[src/rtl/mem_port_arbiter.sv]
// mem_port_arbiter: shares one single-port synchronous memory between an instruction-fetch
// requester (I port, read-only) and a load/store requester (D port). Each access runs
// IDLE -> ISSUE -> WAIT (MEM_LATENCY cycles) -> RESP. Contested grants alternate round-robin.
//
// Ports:
//   clk, reset                  clock (rising edge) and asynchronous active-high reset
//   i_req/i_addr                fetch request, held until i_ack
//   i_ack/i_rvalid/i_rdata      accept pulse, data-valid pulse, fetched word
//   d_req/d_we/d_addr/d_wdata   load/store request, held until d_ack
//   d_ack/d_rvalid/d_rdata      accept pulse, load-valid/store-done pulse, load data
//   mem_en/mem_we/mem_addr/
//   mem_wdata/mem_rdata         memory access port
//   busy                        high whenever the FSM is not idle
// All outputs are registered.
module mem_port_arbiter #(
  parameter int unsigned ADDR_WIDTH  = 10,
  parameter int unsigned DATA_WIDTH  = 32,
  parameter int unsigned MEM_LATENCY = 1
) (
  input  logic                  clk,
  input  logic                  reset,
  input  logic                  i_req,
  input  logic [ADDR_WIDTH-1:0] i_addr,
  output logic                  i_ack,
  output logic                  i_rvalid,
  output logic [DATA_WIDTH-1:0] i_rdata,
  input  logic                  d_req,
  input  logic                  d_we,
  input  logic [ADDR_WIDTH-1:0] d_addr,
  input  logic [DATA_WIDTH-1:0] d_wdata,
  output logic                  d_ack,
  output logic                  d_rvalid,
  output logic [DATA_WIDTH-1:0] d_rdata,
  output logic                  mem_en,
  output logic                  mem_we,
  output logic [ADDR_WIDTH-1:0] mem_addr,
  output logic [DATA_WIDTH-1:0] mem_wdata,
  input  logic [DATA_WIDTH-1:0] mem_rdata,
  output logic                  busy
);

  localparam int unsigned CntW = $clog2(MEM_LATENCY + 1);

  typedef enum logic [1:0] {StIdle, StIssue, StWait, StResp} state_e;

  state_e          state_q, state_d;
  logic [CntW-1:0] cnt_q, cnt_d;
  logic            last_d_q, last_d_d;  // 1: last grant went to the D port
  logic            sel_d_q, sel_d_d;    // 1: access in flight belongs to the D port
  logic            we_q, we_d;          // access in flight is a store

  logic                  i_ack_d, d_ack_d, i_rvalid_d, d_rvalid_d;
  logic [DATA_WIDTH-1:0] i_rdata_d, d_rdata_d, mem_wdata_d;
  logic                  mem_en_d, mem_we_d, busy_d;
  logic [ADDR_WIDTH-1:0] mem_addr_d;

  logic take, grant_d, last_wait;

  // Requests are sampled in IDLE and in RESP; on a tie the port not granted last time wins.
  assign take      = ((state_q == StIdle) || (state_q == StResp)) && (i_req || d_req);
  assign grant_d   = d_req && (!i_req || !last_d_q);
  assign last_wait = (state_q == StWait) && (cnt_q == CntW'(1));

  // State register and all registered outputs
  always_ff @(posedge clk or posedge reset) begin
    if (reset) begin
      state_q   <= StIdle;
      cnt_q     <= '0;
      last_d_q  <= 1'b1;
      sel_d_q   <= 1'b0;
      we_q      <= 1'b0;
      i_ack     <= 1'b0;
      d_ack     <= 1'b0;
      i_rvalid  <= 1'b0;
      d_rvalid  <= 1'b0;
      i_rdata   <= '0;
      d_rdata   <= '0;
      mem_en    <= 1'b0;
      mem_we    <= 1'b0;
      mem_addr  <= '0;
      mem_wdata <= '0;
      busy      <= 1'b0;
    end else begin
      state_q   <= state_d;
      cnt_q     <= cnt_d;
      last_d_q  <= last_d_d;
      sel_d_q   <= sel_d_d;
      we_q      <= we_d;
      i_ack     <= i_ack_d;
      d_ack     <= d_ack_d;
      i_rvalid  <= i_rvalid_d;
      d_rvalid  <= d_rvalid_d;
      i_rdata   <= i_rdata_d;
      d_rdata   <= d_rdata_d;
      mem_en    <= mem_en_d;
      mem_we    <= mem_we_d;
      mem_addr  <= mem_addr_d;
      mem_wdata <= mem_wdata_d;
      busy      <= busy_d;
    end
  end

  // Next-state logic
  always_comb begin
    state_d  = state_q;
    cnt_d    = '0;
    last_d_d = last_d_q;
    sel_d_d  = sel_d_q;
    we_d     = we_q;
    if (take) begin
      last_d_d = grant_d;
      sel_d_d  = grant_d;
      we_d     = grant_d && d_we;
    end
    unique case (state_q)
      StIdle:  state_d = take ? StIssue : StIdle;
      StIssue: begin
        state_d = StWait;
        cnt_d   = CntW'(MEM_LATENCY);
      end
      StWait: begin
        cnt_d   = cnt_q - CntW'(1);
        state_d = last_wait ? StResp : StWait;
      end
      StResp:  state_d = take ? StIssue : StIdle;
      default: state_d = StIdle;
    endcase
  end

  // Next values of the registered outputs
  always_comb begin
    i_ack_d     = 1'b0;
    d_ack_d     = 1'b0;
    i_rvalid_d  = 1'b0;
    d_rvalid_d  = 1'b0;
    i_rdata_d   = i_rdata;
    d_rdata_d   = d_rdata;
    mem_en_d    = 1'b0;
    mem_we_d    = 1'b0;
    mem_addr_d  = '0;
    mem_wdata_d = '0;
    if (take) begin
      // The mem_* registers double as the latch for the winner's request.
      i_ack_d     = !grant_d;
      d_ack_d     = grant_d;
      mem_en_d    = 1'b1;
      mem_we_d    = grant_d && d_we;
      mem_addr_d  = grant_d ? d_addr : i_addr;
      mem_wdata_d = grant_d ? d_wdata : '0;
    end
    if (last_wait) begin
      if (sel_d_q) begin
        d_rvalid_d = 1'b1;
        if (!we_q) d_rdata_d = mem_rdata;
      end else begin
        i_rvalid_d = 1'b1;
        i_rdata_d  = mem_rdata;
      end
    end
    busy_d = (state_d != StIdle);
  end

endmodule

[config.mk]
export PLATFORM = sky130hd
export DESIGN_NAME = mem_port_arbiter
export DESIGN_NICKNAME = d
export VERILOG_FILES = /design/src/rtl/mem_port_arbiter.sv
export SDC_FILE = /design/constraint.sdc
export NUM_CORES = 1
export LEC_CHECK = 0
export BUFFER_PORTS_ARGS = -buffer_cell sky130_fd_sc_hd__buf_2
export CORE_MARGIN = 2
export CORE_UTILIZATION = 47
export DETAILED_ROUTE_END_ITERATION = 7
export HOLD_SLACK_MARGIN = 0.15
export PLACE_DENSITY = 0.88
export SLEW_MARGIN = 20
export SYNTH_ARGS = -nofsm -noshare
export SYNTH_HDL_FRONTEND = slang
export SYNTH_SLANG_ARGS = --single-unit
[constraint.sdc]
create_clock -name clk -period 4.5 [get_ports clk]
set_clock_uncertainty 0.2 [all_clocks]
set_input_delay 0.225 -clock clk [delete_from_list [all_inputs] [get_ports clk]]
set_output_delay 0.225 -clock clk [all_outputs]
set_load 0.005 [all_outputs]
Word level (Yosys, flattened, before mapping)
Index checks and enable logic that the tools add are counted.
- $add $sub $neg: 1
- equal/unequal tests: 3
- muxes and demuxes: 16
- bitwise logic cells: 2
- reduce and logical (&&, ||, !) cells: 15
- operators by type and width (operator ; count):
    $mux 32 ; 2
    $mux 10 ; 2
    $mux 1 ; 10
    $pmux 2 s3 ; 1
    $eq 2x2->1 const B ; 2
    $logic_and 1x1->1 ; 4
    $logic_not 1->1 ; 3
    $logic_or 1x1->1 ; 3
    $reduce_and 3->1 ; 1
    $eq 2x1->1 const B ; 1
    $logic_not 2->1 ; 1
    $not 1->1 ; 2
    $pmux 1 s2 ; 1
    $reduce_and 2->1 ; 1
    $reduce_bool 2->1 ; 1
    $reduce_or 2->1 ; 1
    $sub 1x1->1 const B ; 1
- register bits: 119
- input port bits: 89
- output and inout port bits: 113
- word-level logic and storage cells: 53

Logic depth before layout (Yosys ltp)
Gate-level depths: netlist of the first run.
- depth after elaboration: 6
- depth in mapped cells: 7
- gate-level depth less buffers: 6

Least setup slack after synthesis of the first run
No wires, ideal clock.
- path type: register to register
- start: register state_q[0]
- end: register i_rdata[10]
- setup time: 0.125 ns
- data arrival time: 1.471 ns
- data required time: 4.175 ns
- path slack: 2.704 ns
- cell stages (with the launch flop): 8
- path buffers: 1
- period minus slack after synthesis: 1.796 ns
- cells stage by stage: dfrtp_1 inv_1 ha_1 nand2_1 or2_4 inv_2 buf_6 mux2_2
- cells in the longest elaborated chain, start to end: 3
- ends and longest elaborated chain (element ; RTL line ; RTL):
    start, declared ; 46 ; state_e state_q, state_d;
    start signal, assigned ; 67 ; state_q <= StIdle;
    start signal, assigned ; 84 ; state_q <= state_d;
    $eq 2x2->1 ; 62 ; assign last_wait = (state_q == StWait) && (cnt_q == CntW'(1));
    $logic_and 1x1->1 ; 62 ;
    $reduce_and 2->1 (no source line) ; -- ;
    end signal, assigned ; 93 ; i_rdata <= i_rdata_d;
    end, declared ; 26 ; output logic [DATA_WIDTH-1:0] i_rdata,
Every way passes these cells.
A chain may end at the register's enable or synchronous reset.

Worst setup path in the final report of the first run
- start: register state_q[0]
- end: register mem_wdata[27]
- cells in the longest elaborated chain, start to end: 4
- elaborated cells between the ends (all ways): 5
- classes of those cells: 1 x eq/ne; 1 x mux; 3 x reduce/logical
- ends and longest elaborated chain (element ; RTL line ; RTL):
    $eq 2x2->1 / $logic_not 2->1 (equally long branches) ; 60 ; assign take = ((state_q == StIdle) || (state_q == StResp)) && (i_req || d_req);
    $logic_or 1x1->1 * ; 60 ;
    $logic_and 1x1->1 * ; 60 ;
    $mux 32 * ; 142 ; if (take) begin
    net mem_wdata_d[27] ; 53 ; logic [DATA_WIDTH-1:0] i_rdata_d, d_rdata_d, mem_wdata_d;
    end signal, assigned ; 98 ; mem_wdata <= mem_wdata_d;
    end, declared ; 37 ; output logic [DATA_WIDTH-1:0] mem_wdata,
Mark *: on every way through the listed nets, which the timed path passes. The rest lies on a longest branch.

==> results of run 1 <==
power by group through the flow:
stage          clock (mW)  sequential, mW  combinational (mW)
3_5_place_dp            0            1.74                1.34
3_3_place_gp            0            1.72                1.28
5_1_grt              1.39            1.78                1.63
4_1_cts              1.33            1.73                1.46
2_1_floorplan           0            1.77               0.721
6_report             1.31            1.74                1.49
state kept, by name, summed over array words and instances (netlist names), 2 cells and up:
register and flops:
d_rdata 32, i_rdata 32, mem_addr 10, mem_wdata 32
state_q 2
cell usage after synthesis (all sizes together), types with 2 or more instances:
cell type,n,area [um^2]
o21ai,3,15.0
buf,13,133
nand2,24,90.1
a21oi,3,15.0
inv,8,30.0
and2,33,206
dfrtp,118,2950
ha,3,37.5
o22ai,10,62.6
clkbuf,2,7.51
mux2,64,833
nor2,2,7.51
and3,2,17.5
layout by cell type (no fill, tap or decap), drive strengths merged:
| master | Yosys | final |
|---|---|---|
| buf | 13 | 203 |
| dfrtp | 118 | 118 |
| dlygate4sd3 | 0 | 89 |
| mux2 | 64 | 64 |
| and2 | 33 | 33 |
| nand2 | 24 | 24 |
| clkbuf | 2 | 19 |
| inv | 8 | 11 |
| o22ai | 10 | 10 |
| clkinvlp | 0 | 4 |
| clkinv | 0 | 4 |
| a21oi | 3 | 3 |
| ha | 3 | 3 |
| o21ai | 3 | 3 |
| nor2 | 2 | 2 |
| bufinv | 0 | 2 |
| and3 | 2 | 2 |
| nand2b | 1 | 1 |
| or2 | 1 | 1 |
| a211oi | 1 | 1 |
| a22o | 1 | 1 |
| a21o | 1 | 1 |
| a31oi | 1 | 1 |
| dfstp | 1 | 1 |
layout make-up:
| cell class | count | area [um^2] |
|---|---|---|
| tap | 129 | 161 |
| sequential | 119 | 2980 |
| timing repair buffer | 292 | 1910 |
| clock buffer | 19 | 432 |
| multi-input combinational | 150 | 1340 |
| inverter | 8 | 35.0 |
| fill | 531 | 2240 |
| clock inverter | 13 | 148 |
worst paths after layout:
path | end | slack [ns] | depth (start not counted)
max in group asynchronous | mem_wdata[31] | 3.14 | 4
min in group clk | mem_wdata[22] | 0.26 | 3
max reg2reg | mem_wdata[27] | 1.81 | 4
min reg2reg | i_rdata[9] | 0.30 | 1
max | mem_wdata[27] | 1.81 | 4
min | mem_addr[8] | 0.21 | 3
critical path, delay by kind of cell (launching register included):
family | cells | cell delay (ns)
flops | 1 | 0.37
simple gates | 2 | 1.17
buf+inv | 1 | 0.05
fa+ha+maj | 1 | 0.82
cells by family after synthesis:
group	Yosys count	synth area share, %
muxes	64	18.6
AOI/OAI and AO/OA	20	2.74
and+or+nand+nor	63	7.57
adders and majority gates	3	0.838
DFF	119	66.5
buffers and inverters	23	3.80
layer usage:
metal | share of wire (%) | wire length (um) | global-route usage, %
met3 | 7.3 | 899 | 9.80
met4 | 1.6 | 191 | 7.90
met1 | 37 | 4580 | 26.1
met2 | 54 | 6590 | 43.4
met5 | 0 | 0 | 0
stage by stage:
| step | setup WS (ns) | cells |
|---|---|---|
| CTS | 1.88 | 730 |
| detailed placement | 1.89 | 609 |
| global route | 1.57 | 730 |
| global placement | 2.05 | 609 |
| floorplan | 0.919 | 292 |
| finish | 1.81 | 730 |
==> impl_metrics.csv, run 1 <==
group,metric,value,unit
yosys,yosysWarnings,0,
clock_network,clock-root-buffer,"clkbuf_8",
sta,tightest_slew,0.941,ns
routing,remaining_drc_errors,0,
routing,vias_per_cell,4.72,
yosys,synth.avg_cell_area,15.3,um^2
sta,rsz0062_at_grt,"no",
worst_setup_path,critical_path_class,"reg -> reg",
routing,vias,3442,
clock_network,cts_resized,0,
power,p_int,3.18,mW
placement,dp.final_hpwl,6.68,mm
global_routing,grt_pass1_vias,3867,
clock_network,clkTransAtPathRegs,0.06,ns
layout,final_nets,680,
sta,holdWs,0.211,ns
clock_network,cts_setup_buffers,0,
global_routing,grt_max_degree,84,
yosys,syn_nets,384,
worst_setup_path,critPathLaunch,"state_q[0]",
worst_setup_path,worstPathRequired,4.72,ns
clock_network,clk_path_buf_depth,2,
worst_setup_path,r2r-start,"state_q[0]",
yosys,ys_async_sr_fraction,100,%
placement,gp_congestion,0.781,
layout,fin_area,0.00700,mm^2
die,initial_core_util,48.5,%
clock_network,numCtsBuffers,17,
placement,dpl_cell_area,0.00553,mm^2
sta,drv_slew,0,
yosys,syn-cell-area,0.00448,mm^2
layout,antenna_cells,0,
power,pwr-share-comb,32.8,%
sta,hold_viol,0,
yosys,syn_inst,292,
sta,post-route-period-util,59.8,%
power,p_sw,1.36,mW
die,rows,35,
die,coreArea,0.00924,mm^2
outcome,outcome,"complete, no violations",
power,swShare,30.0,%
power,power,4.54,mW
yosys,synth_edf_count,0,
layout,postLayoutCoreUtil,75.8,%
global_routing,antenna_found_initial,0,
worst_setup_path,endpoint_kind,"register",
layout,drive_gt1_share,50.6,%
yosys,yosysUniqueCellTypes,26,
layout,area_growth,56.3,%
global_routing,grt_pass1_wl,18.8,mm
sta,fin_setup_tns,0,ns
power,p_leak,3.67,nW
global_routing,grt_use_total,24.3,%
min_path,hp-class,"in -> async",
routing,wl,12.3,mm
yosys,synth_seq_cells,119,
clock_network,cts_tree,"done",
worst_setup_path,crit_path_top_delay_cell,"and3_1",
yosys,ys.flop_type,"dfrtp_1",
die,io_pins,202,
power,seqPwrFrac,38.4,%
die,die_area,0.0103,mm^2
clock_network,cts.sinks,119,
die,die_x,102,um
worst_setup_path,crit_arrival,2.92,ns
sta,finalSetupViolCount,0,
power,ir_drop,0.382,mV
routing,dr.pass1.iters,4,
routing,first_iter_violations,112,
worst_setup_path,crit_path_cell_trace,"inv_1 > ha_1 > and3_1 > and2_1",
yosys,synth_seq_area_share,66.5,%
power,p_per_area,649,mW/mm^2
job,drv_cap,0,
placement,port_buffers,201,
power,clockPowerShare,28.8,%
sta,period_needed,2.69,ns
worst_setup_path,cp-start-kind,"register",
worst_setup_path,critPathMaxStageDelay,0.91,ns
die,dieHeight,102,um
sta,max_freq,371,MHz
worst_setup_path,critPathMaxFanout,36,
routing,postRouteAntennaNets,0,
clock_network,cts_max_level,4,
clock_network,hold_buffers,89,
global_routing,globalRouteOverflowTotal,0,
clock_network,clk_latency,0.50,ns
sta,slew_headroom,37.3,%
routing,wl_per_cell,16.8,um
Note: power is estimated with default switching activity, not from simulation.
==> run 2, diff against run 1 <==
Settings changed: ABC_AREA set to 1, CORE_UTILIZATION 47 to 43, PLACE_DENSITY 0.88 to 0.85.
Clock period 4.5 ns to 2.19 ns, I/O delays scaled along.
==> run 2 against run 1 <==
The flow now finishes with violations (negative setup slack). Synthesized cell count increased by 49%. Count of clock-buffer cells in the layout is 3 higher. Fmax increased by 23%. Critical path depth grew 4.
==> impl_metrics.csv, run 2 <==
group,metric,value,unit
die,rows,37,
yosys,yosysMostFrequentCell,"nand2_1",
yosys,synth_commonest_cells,"nand2_1, dfrtp_1, o21ai_2, inv_1, nor2_1",
min_path,hp-class,"in -> async",
yosys,synth_seq_cells,119,
die,die_x,108,um
routing,dr.pass1.iters,5,
clock_network,clk_latency,0.52,ns
routing,postRouteAntennaNets,0,
die,io_pins,202,
yosys,synth.largest_area_cell,"dfrtp_1",
layout,nFillCells,616,
yosys,synth-adder-area-share,0.815,%
power,power,9.63,mW
layout,final_cell_mix,"buf_2, dlygate4sd3_1, nand2_1",
yosys,synthXorXnorAreaFrac,0,%
sta,post-route-period-util,100,%
die,coreArea,0.0104,mm^2
die,die_area,0.0116,mm^2
global_routing,grt_use_total,29.5,%
clock_network,numCtsBuffers,17,
layout,final_common_cell,"buf_2",
sta,hold_viol,0,
routing,wl,16.9,mm
layout,multi_input_comb_area,0.00128,mm^2
routing,vias,4613,
yosys,synth_seq_area_share,64.6,%
layout,reg.largest.list,"d_rdata x32, i_rdata x32, mem_wdata x32",
worst_setup_path,crit_path_top_delay_cell,"dlygate4sd3_1",
sta,max_freq,456,MHz
sta,period_needed,2.19,ns
global_routing,grt_max_degree,120,
worst_setup_path,crit_arrival,2.43,ns
routing,remaining_drc_errors,0,
clock_network,cts.sinks,119,
worst_setup_path,endpoint_kind,"register",
layout,fin_area,0.00777,mm^2
global_routing,globalRouteOverflowTotal,0,
outcome,violations,"negative setup slack",
job,drv_cap,0,
yosys,synth_area_leaders,"dfrtp_1, nand2_1, o21ai_2, inv_1, nor2_1",
placement,dpl_worst_slack,0.416,ns
worst_setup_path,critPathMostFrequentCell,"nand2_1",
layout,drive_gt1_share,37.4,%
layout,register_area,0.00298,mm^2
outcome,outcome,"complete, but fails checks",
worst_setup_path,crit_buf_inv,4,
routing,wl_per_cell,18.0,um
layout,antenna_cells,0,
power,p_leak,4.16,nW
worst_setup_path,critPathMaxFanout,7,
clock_network,clock-root-buffer,"clkbuf_8",
yosys,yosysWarnings,0,
clock_network,cts_tree,"done",
yosys,muxShareOfSynthArea,0,%
worst_setup_path,cp-start-kind,"register",
placement,port_buffers,201,
yosys,yosys.area_share.simple,15.3,%
yosys,syn_inst,434,
placement,dp.final_hpwl,7.32,mm
sta,tightest_slew,0.612,ns
yosys,ys_async_sr_fraction,100,%
layout,area_growth,68.6,%
power,p_per_area,1240,mW/mm^2
yosys,yosysUniqueCellTypes,19,
worst_setup_path,critPathTopFamily,"buffers and inverters",
sta,drv_slew,0,
yosys,synth_top_area_share,64.1,%
routing,vias_per_cell,4.91,
worst_setup_path,critPathMaxStageDelay,0.54,ns
sta,finalSetupViolCount,2,
power,ir_drop,0.589,mV
yosys,synth.avg_cell_area,10.6,um^2
placement,dpl_cell_area,0.00566,mm^2
clock_network,clkTransAtPathRegs,0.06,ns
placement,gp_congestion,0.807,
yosys,ys.flop_type,"dfrtp_1",
worst_setup_path,worstPathRequired,2.43,ns
global_routing,grt_pass1_wl,25.2,mm
sta,worst_slack,-0.00136,ns
yosys,synth_top_family_by_area,"simple AND/OR/NAND/NOR gates",
worst_setup_path,crit_path_cell_trace,"inv_1 > ha_4 > inv_2 > nor2_4 > buf_4 > nand2_1 > dlygate4sd3_1 > nand2_1",
yosys,syn_nets,526,
layout,final_nets,882,
global_routing,grt_pass1_vias,4860,
placement,place_inst,753,
die,initial_core_util,44.4,%
sta,slew_headroom,59.2,%
routing,first_iter_violations,350,
die,dieHeight,108,um
yosys,synth-compound-area-share,11.3,%
yosys,synth_edf_count,0,
yosys,syn-cell-area,0.00461,mm^2
worst_setup_path,critical_path_class,"reg -> reg",
sta,fin_setup_tns,-0.00189,ns
clock_network,clk_path_buf_depth,2,
global_routing,antenna_found_initial,0,
layout,fin_cells,939,
clock_network,cts_max_level,4,
-- run 2: changes by cell type in the layout (fill, tap and decap cells not counted), sizes merged, moves of 3 or more --
cell,change
clkbuf,+3
buf,+5
nor2,+37
o21ai,+63
and2,-33
nand3,+10
o22ai,-10
dlygate4sd3,+62
inv,+33
mux2,-64
nand2,+105
clkinvlp,+3
-- run 2: what timing repair did --
action                                 4_1_cts  5_1_grt
gates resized for setup                      0        4
hold buffers                               151        0
setup endpoints to repair                    0       21
buffers inserted                             0        3
endpoints found under the hold margin      234        0
-- run 2: worst register-to-register path: cells and delay by family (launching register included) --
kind | cells | cell delay [ns]
buffers and inverters | 4 | 0.88
DFF | 1 | 0.36
and+or+nand+nor | 3 | 0.35
adders and majority gates | 1 | 0.31
-- run 2: final cells by class --
class,count,share of cell area (%)
repair buffers,359,33.6
clock inverters,10,1.26
well taps,136,2.19
flip-flops and latches,119,38.3
inverters,45,2.25
multi-input cells,248,16.4
clock buffers,22,5.96
-- run 2: logic make-up (layout without fill, tap and decap cells) --
group,after synthesis,in the layout
compound gates,67,67
fa+ha+maj,3,3
buf+inv,67,436
flops,119,119
simple gates,178,178
-- run 2: metrics by stage --
| step | hold slack, ns | util (%) |
|---|---|---|
| after floorplan | 0.0243 | - |
| after global placement | 0.111 | 54.5 |
| after detailed placement | 0.116 | 54.5 |
| after CTS | 0.150 | 74.5 |
| after global routing | 0.177 | 74.9 |
| final | 0.133 | 74.9 |
-- run 2: path summary, 6_finish.rpt --
kind,slack (ns),startpoint,to,depth (start not counted)
min in group clk,0.19,d_wdata[18],mem_wdata[18],4
min,0.13,reset,i_rvalid,4
max,-0.001,state_q[0],mem_addr[6],8
max in group asynchronous,1.21,reset,d_rdata[25],4
max reg2reg,-0.001,state_q[0],mem_addr[6],8
min reg2reg,0.27,i_rdata[23],i_rdata[23],2
-- run 2: metal layers --
metal | GRT usage [%] | part of all wire, % | vias up | wire [um]
met4 | 15.8 | 4.5 | 0 | 758
li1 | - | - | 2056 | -
met1 | 31.1 | 36 | 2201 | 6090
met5 | 0 | 0 | - | 0
met2 | 50.7 | 50 | 283 | 8400
met3 | 11.3 | 9.6 | 73 | 1610
-- run 2: power breakdown --
part           leakage, nW  internal, mW  switching [mW]
registers             1.49          3.11           0.507
clock network        0.255          1.59           0.992
logic                 2.42          1.56            1.87
total                 4.16          6.26            3.37
==> run 3, diff against run 2 <==
Settings changed: CORE_ASPECT_RATIO set to 1.1.
==> run 3 against run 2 <==
The flow now finishes without violations. Non-clock buffer count decreased by 20. Critical path depth stayed put. Routed wire length is 7.0% lower. Largest power group unchanged.
==> impl_metrics.csv, run 3 (synthesis results as in run 2) <==
group,metric,value,unit
outcome,outcome,"complete, no violations",
clock_network,cts.sinks,119,
clock_network,clk_latency,0.40,ns
sta,finalSetupViolCount,0,
placement,dp.final_hpwl,7.51,mm
routing,first_iter_violations,290,
routing,vias,4525,
worst_setup_path,endpoint_kind,"register",
placement,port_buffers,201,
sta,holdWs,0.255,ns
global_routing,grt_use_total,26.5,%
layout,fin_cells,928,
worst_setup_path,critical_path_class,"in -> reg",
clock_network,clock-root-buffer,"clkbuf_16",
sta,max_freq,463,MHz
power,p_leak,4.19,nW
placement,place_inst,761,
routing,wl_per_cell,16.9,um
power,p_per_area,1300,mW/mm^2
clock_network,cts_tree,"done",
die,rows,39,
routing,postRouteAntennaNets,0,
layout,area_growth,66.1,%
worst_setup_path,crit_arrival,2.29,ns
worst_setup_path,cp-start-kind,"input port",
die,dieHeight,113,um
sta,worst_slack,0.0295,ns
global_routing,grt_max_degree,120,
layout,fin_area,0.00765,mm^2
sta,hold_viol,0,
sta,period_needed,2.16,ns
clock_network,numCtsBuffers,17,
die,initial_core_util,44.3,%
die,coreArea,0.0104,mm^2
clock_network,clk_path_buf_depth,2,
worst_setup_path,critPathMaxFanout,33,
layout,reg.largest.list,"d_rdata x32, i_rdata x32, mem_wdata x32",
sta,drv_slew,0,
sta,post-route-period-util,98.7,%
routing,remaining_drc_errors,0,
worst_setup_path,worstPathRequired,2.32,ns
sta,tightest_slew,0.601,ns
global_routing,grt_pass1_vias,4669,
global_routing,globalRouteOverflowTotal,0,
routing,wl,15.7,mm
clock_network,cts_max_level,4,
placement,dpl_worst_slack,0.431,ns
die,die_x,103,um
global_routing,grt_pass1_wl,23.0,mm
layout,final_cell_mix,"buf_2, dlygate4sd3_1, nand2_1",
layout,final_common_cell,"buf_2",
job,drv_cap,0,
routing,dr.pass1.iters,5,
min_path,hp-class,"in -> async",
worst_setup_path,critPathLaunch,"i_req",
layout,final_nets,863,
die,io_pins,202,
clock_network,clkTransAtPathRegs,0.06,ns
routing,vias_per_cell,4.88,
die,die_area,0.0116,mm^2
placement,gp_congestion,0.765,
worst_setup_path,reg2reg_depth,6,
placement,dpl_cell_area,0.00568,mm^2
layout,drive_gt1_share,38.4,%
sta,slew_headroom,59.9,%
power,ir_drop,0.718,mV
worst_setup_path,r2r-start,"state_q[0]",
global_routing,antenna_found_initial,1,
run 3: repair_timing:
action,in CTS,in global routing
hold buffers,130,0
endpoints found under the hold margin,234,0
gates resized for setup,0,7
endpoints found under the setup margin,0,41
setup buffers,0,2
run 3: layer usage:
metal	vias to the layer above	global-route usage (%)	part of all wire, %
met2	311	45.1	52
met3	42	9.59	11
met1	2149	28.5	35
met4	0	13.7	2.5
li1	2023	-	-
met5	-	0	0
run 3: per-stage QoR:
stage          total power, mW  utilization [%]  setup TNS [ns]
6_report                  9.93             73.6               0
5_1_grt                   10.5             73.6        -0.00180
4_1_cts                   9.55             72.9               0
3_5_place_dp              6.45             54.7               0
3_3_place_gp              6.28             54.7               0
2_1_floorplan             5.18                -               0
run 3: critical path, stage by stage:
cell and delay (ns):
dlygate4sd3_1 0.55, buf_2 0.16, nand2_1 0.12, nand2_4 0.16
inv_4 0.29, nand2_1 0.13, nor2_1 0.17, dlygate4sd3_1 0.58
run 3: layout make-up:
cell class / instances / area (um^2)
timing repair buffer: 339 / 2430
clock inverter: 8 / 95.1
inverter: 45 / 175
clock buffer: 24 / 492
multi-input combinational: 249 / 1300
tap: 143 / 179
sequential: 119 / 2980
fill: 652 / 2740
antenna: 1 / 2.50
run 3: path summary, 6_finish.rpt:
| kind | slack [ns] | to |
|---|---|---|
| setup / recovery | 0.03 | mem_wdata[19] |
| hold / removal | 0.25 | mem_addr[1] |
| setup reg to reg | 0.06 | mem_wdata[11] |
| max in group asynchronous | 1.09 | d_rdata[3] |
| min in group clk | 0.28 | d_rdata[15] |
| hold reg to reg | 0.28 | d_rdata[15] |
run 3: power by group:
group	switching, mW	internal [mW]	leakage, nW
sequential	0.492	3.12	1.49
clock	0.937	1.79	0.286
combinational	1.90	1.69	2.41
total	3.33	6.60	4.19
